### config.mk
export PLATFORM = sky130hd
export DESIGN_NAME = uart_rx
export DESIGN_NICKNAME = d
export VERILOG_FILES = /design/src/rtl/uart_rx.sv
export SDC_FILE = /design/constraint.sdc
export NUM_CORES = 1
export LEC_CHECK = 0
export CORE_UTILIZATION = 45
export DETAILED_ROUTE_END_ITERATION = 6
export PLACE_DENSITY = 0.73
export SYNTH_ARGS = -nofsm -noshare
export SYNTH_HDL_FRONTEND = slang
export SYNTH_SLANG_ARGS = --single-unit
### constraint.sdc
create_clock -name clk -period 2.6 [get_ports clk]
set_input_delay 0.52 -clock clk [delete_from_list [all_inputs] [get_ports clk]]
set_output_delay 0.52 -clock clk [all_outputs]
set_load 0.01 [all_outputs]
### src/rtl/uart_rx.sv
// 8N1 UART receiver with a one-byte holding register on a valid/ready handshake.
// The start bit is qualified at its mid-point. Every later bit is sampled one full bit
// period after the previous sample, so each sample lands mid-bit.
module uart_rx #(
  parameter int unsigned clk_hz    = 50_000_000,
  parameter int unsigned baud_rate = 115_200
) (
  input  logic       clk,
  input  logic       rst_n,
  input  logic       rxd,
  input  logic       rx_ready,
  output logic       rx_valid,
  output logic [7:0] rx_data,
  output logic       frame_err,
  output logic       overrun
);

  localparam int unsigned ClksPerBit = clk_hz / baud_rate;
  localparam int unsigned HalfBit    = ClksPerBit / 2;
  localparam int unsigned TimerW     = (ClksPerBit > 1) ? $clog2(ClksPerBit) : 1;

  localparam logic [TimerW-1:0] TimerLast = TimerW'(ClksPerBit - 1);
  localparam logic [TimerW-1:0] TimerHalf = TimerW'(HalfBit - 1);

  // Fewer than 4 clocks per bit leaves no room for a meaningful mid-bit sample.
  if (ClksPerBit < 4) begin : gen_cpb_check
    $error("uart_rx: clk_hz/baud_rate must be at least 4");
  end

  typedef enum logic [2:0] {
    StIdle,
    StStart,
    StData,
    StStop,
    StBreak
  } state_e;

  state_e            state_q, state_d;
  logic [1:0]        sync_q;
  logic              rxd_s;
  logic [TimerW-1:0] timer_q, timer_d;
  logic [2:0]        idx_q, idx_d;
  logic [7:0]        shift_q, shift_d;
  logic              rx_valid_q, rx_valid_d;
  logic [7:0]        rx_data_q, rx_data_d;
  logic              frame_err_q, frame_err_d;
  logic              overrun_q, overrun_d;

  assign rxd_s = sync_q[1];

  // Two-flop synchroniser; it resets to the idle line level so reset cannot fake a start bit.
  always_ff @(posedge clk or negedge rst_n) begin
    if (!rst_n) begin
      sync_q <= 2'b11;
    end else begin
      sync_q <= {sync_q[0], rxd};
    end
  end

  // State and datapath registers.
  always_ff @(posedge clk or negedge rst_n) begin
    if (!rst_n) begin
      state_q     <= StIdle;
      timer_q     <= '0;
      idx_q       <= '0;
      shift_q     <= '0;
      rx_valid_q  <= 1'b0;
      rx_data_q   <= '0;
      frame_err_q <= 1'b0;
      overrun_q   <= 1'b0;
    end else begin
      state_q     <= state_d;
      timer_q     <= timer_d;
      idx_q       <= idx_d;
      shift_q     <= shift_d;
      rx_valid_q  <= rx_valid_d;
      rx_data_q   <= rx_data_d;
      frame_err_q <= frame_err_d;
      overrun_q   <= overrun_d;
    end
  end

  // Next-state logic for the frame FSM, holding register and error pulses.
  always_comb begin
    state_d     = state_q;
    timer_d     = timer_q;
    idx_d       = idx_q;
    shift_d     = shift_q;
    // A consumer handshake frees the holding register; a completing byte may refill it below.
    rx_valid_d  = rx_valid_q & ~rx_ready;
    rx_data_d   = rx_data_q;
    frame_err_d = 1'b0;
    overrun_d   = 1'b0;

    unique case (state_q)
      StIdle: begin
        timer_d = '0;
        if (!rxd_s) begin
          state_d = StStart;
        end
      end

      StStart: begin
        if (timer_q == TimerHalf) begin
          timer_d = '0;
          idx_d   = '0;
          // A line that is high again at mid start bit was a glitch.
          state_d = rxd_s ? StIdle : StData;
        end else begin
          timer_d = timer_q + 1'b1;
        end
      end

      StData: begin
        if (timer_q == TimerLast) begin
          timer_d         = '0;
          shift_d[idx_q]  = rxd_s;
          if (idx_q == 3'd7) begin
            state_d = StStop;
          end else begin
            idx_d = idx_q + 3'd1;
          end
        end else begin
          timer_d = timer_q + 1'b1;
        end
      end

      StStop: begin
        if (timer_q == TimerLast) begin
          timer_d = '0;
          if (rxd_s) begin
            state_d = StIdle;
            if (!rx_valid_q || rx_ready) begin
              rx_data_d  = shift_q;
              rx_valid_d = 1'b1;
            end else begin
              overrun_d = 1'b1;
            end
          end else begin
            frame_err_d = 1'b1;
            state_d     = StBreak;
          end
        end else begin
          timer_d = timer_q + 1'b1;
        end
      end

      StBreak: begin
        // A line held low must return high before a new start bit is accepted.
        timer_d = '0;
        if (rxd_s) begin
          state_d = StIdle;
        end
      end

      default: begin
        state_d = StIdle;
        timer_d = '0;
      end
    endcase
  end

  assign rx_valid  = rx_valid_q;
  assign rx_data   = rx_data_q;
  assign frame_err = frame_err_q;
  assign overrun   = overrun_q;

endmodule

==> results.md <==
- Final Critical Period: 2.287 ns
- Max incr delay on CP: 0.43 ns
- Buffer levels on the longest clock path: 2
- Post-Syn Area: 0.001655 mm^2
- Clk_lat worst skew: 0.29 ns
- Outcome: finished clean
- Synth Register Bits: 36
- Pin count of the biggest net entering global routing: 37
- Setup TNS: 0 ns
- Area grow syn2layout: 18.82%
- Die Area: 0.003925 mm^2
- Syn_nets: 148
- WS Path Type: flop to flop
- Unrepaired setup endpoints after global routing: no
- Design Power: 1070 uW
- Ports: 15
- Hold Buf Count CTS: 0
- Worst path required time: 2.78 ns
- Worst-path cell chain: inv_1, ha_1, or4b_1, or3_4, a32oi_4, mux2_4
- Yosys warns: 0
- FMAX: 437.2 MHz
- DR vias/cell: 5.273
- Antenna violations before repair: 0
- Critical Path AT: 2.47 ns
- Min-Delay Path Class: flop to flop
- Final hold violation count: 0
- Grt ovf: 0
- Die height: 62.65 um
- Total Wirelength: 2772 um
- Max_cap viols: 0
- CTS root buf: clkbuf_8
- Synth async-reset ratio: 1.000
- Area contributors post-synth: dfrtp_1 (51%), mux2_2 (12%), nor2_1 (3.9%), ha_1 (3.8%), dfstp_2 (3.2%)
- CP max stage cell: or4b_1
- Post-CTS Setup Inserts: 0
- Slew Viols, Final: 0
- Max_slew headroom: 0.6877
- Crit Path Max Fanout: 10
- Period utilization: 0.8797
- Layout Nets: 167
- Fraction of layout cells with a size suffix above 1: 0.2327
- Skew final: 0.004602 ns
- TritonCTS clock tree: yes
- Area of the core: 0.003442 mm^2
- WL/cell: 13.52 um
- PortBufs: 14
- Routed Antenna Nets: 0
- Worst Max-Slew Pin Slew: 0.4619 ns
- Starting density of the core: 0.4809
- DP Wirelength: 1879 um
- CP endpoint kind: flop
- Biggest area consumer among synthesized cells: dfrtp_1
- Die Wd: 62.65 um
- Leakage power: 0.0008745 uW
- Clock sink total: 36
- Synth unique cells: 33
- Rows: 21
- First drt pass iteration count: 3
- Max H-tree Level: 2
- Pwr dens: 544.0 mW/mm^2
- Gpl congestion: 0.7822
- Yosys top cell area share: 0.5140
- Remaining DRCs: 0
- Post-synth top cells: dfrtp_1 (34), mux2_2 (17), nor2_1 (17)
- Number of global-route vias before repair: 1144
- Clk slew on worst S/H paths: 0.07 ns
- Post-Syn Instances: 139
- Startpoint Class: flop
- Syn Area/Cell: 11.91 um^2
- Sequential area share after synthesis: 0.5457
- Vias: 1081
- CTS Buf Count: 5
- Total Routing Usage GR: 0.1673
- Final setup viols: 0
- Post-synth EDFFs: 0
- Main flop type after synthesis: dfrtp_1
- First-pass GRT wire length: 4995 um
- VDD IR max: 0.4336 mV
- CTS resizes: 0
- Most common cell in the netlist: dfrtp_1
- DR iter-0 viols: 20
- Ant diodes: 0
stage by stage:
stage / utilization / hold WS [ns] / worst slack (ns) / area, um^2 / instances
2_1_floorplan: - / 0.2244 / 0.4587 / 1655 / 139
3_3_place_gp: 0.5391 / 0.3477 / 0.3820 / 1856 / 197
3_5_place_dp: 0.5391 / 0.3565 / 0.3069 / 1856 / 197
4_1_cts: 0.5714 / 0.3616 / 0.3037 / 1967 / 205
5_1_grt: 0.5714 / 0.3683 / 0.2168 / 1967 / 205
6_report: 0.5714 / 0.3636 / 0.3127 / 1967 / 205
cells by family (layout without fill, tap and decap cells):
group / after synthesis / count (layout) / synth area share
and+or+nand+nor: 57 / 57 / 0.1867
muxes: 18 / 18 / 0.1247
DFF: 36 / 36 / 0.5457
AOI/OAI and AO/OA: 7 / 7 / 0.04687
xor gates and xnor gates: 7 / 7 / 0.03704
buffers and inverters: 9 / 29 / 0.02116
adders and majority gates: 5 / 5 / 0.03779
cells in the final DEF, fill, tap and decap left out, types with 2 or more instances in the layout:
master / instances
mux2_2: 17
buf_4: 3
xnor2_1: 5
dfstp_2: 2
clkbuf_8: 5
nand2_1: 7
nand3_1: 8
nor3b_1: 3
and4b_1: 2
nor3_1: 7
clkdlybuf4s50_1: 14
xor2_1: 2
inv_1: 4
a22o_1: 2
a21oi_1: 2
nor2_1: 17
nor2b_1: 2
dfrtp_1: 34
ha_1: 5
worst max-delay path: cells and delay by family (launching register included):
family,cells,cell delay (ns)
and+or+nand+nor,2,0.80
buffers and inverters,1,0.08
muxes,1,0.33
AOI/OAI and AO/OA,1,0.41
DFF,1,0.42
adders and majority gates,1,0.14
layer usage:
metal | up-vias | routed length [um] | GRT usage | share of wire
li1 | 523 | - | - | -
met3 | 8 | 108 | 0.06752 | 0.039
met1 | 533 | 1266 | 0.1976 | 0.46
met4 | 0 | 72 | 0.09593 | 0.026
met2 | 17 | 1324 | 0.2568 | 0.48
met5 | - | 0 | 0 | 0
path summary, 6_finish.rpt:
path / slack (ns) / end / cells after the start / start
worst min register to register: 0.36 / sync_q[1] / 0 / sync_q[0]
min in group asynchronous: 0.63 / overrun / 2 / rst_n
worst max register to register: 0.31 / state_q[0] / 6 / timer_q[0]
worst min-delay path: 0.36 / sync_q[1] / 0 / sync_q[0]
max in group asynchronous: 1.61 / sync_q[0] / 2 / rst_n
worst max-delay path: 0.31 / state_q[0] / 6 / timer_q[0]
final cells by class:
class | count | area, um^2
clock buffer | 5 | 68.82
clock inverter | 3 | 42.54
fill | 280 | 1475
inverter | 4 | 15.01
multi-input combinational | 94 | 716.9
sequential | 36 | 903.4
tap | 46 | 57.56
timing repair buffer | 17 | 162.7
state kept, by name (all words and copies together) (netlist names):
| signal | count |
|---|---|
| rx_valid | 1 |
| rx_data | 8 |
| idx_q | 3 |
| overrun | 1 |
| frame_err | 1 |
| timer_q | 9 |
| shift_q | 8 |
| state_q | 3 |
| sync_q | 2 |
power breakdown:
group / internal (uW) / leakage, uW / switching, uW
sequential: 563 / 0.000481 / 3.10
clock: 284 / 0.0000541 / 204
combinational: 5.51 / 0.000339 / 11.3
Power figures use the tool's default switching activity.
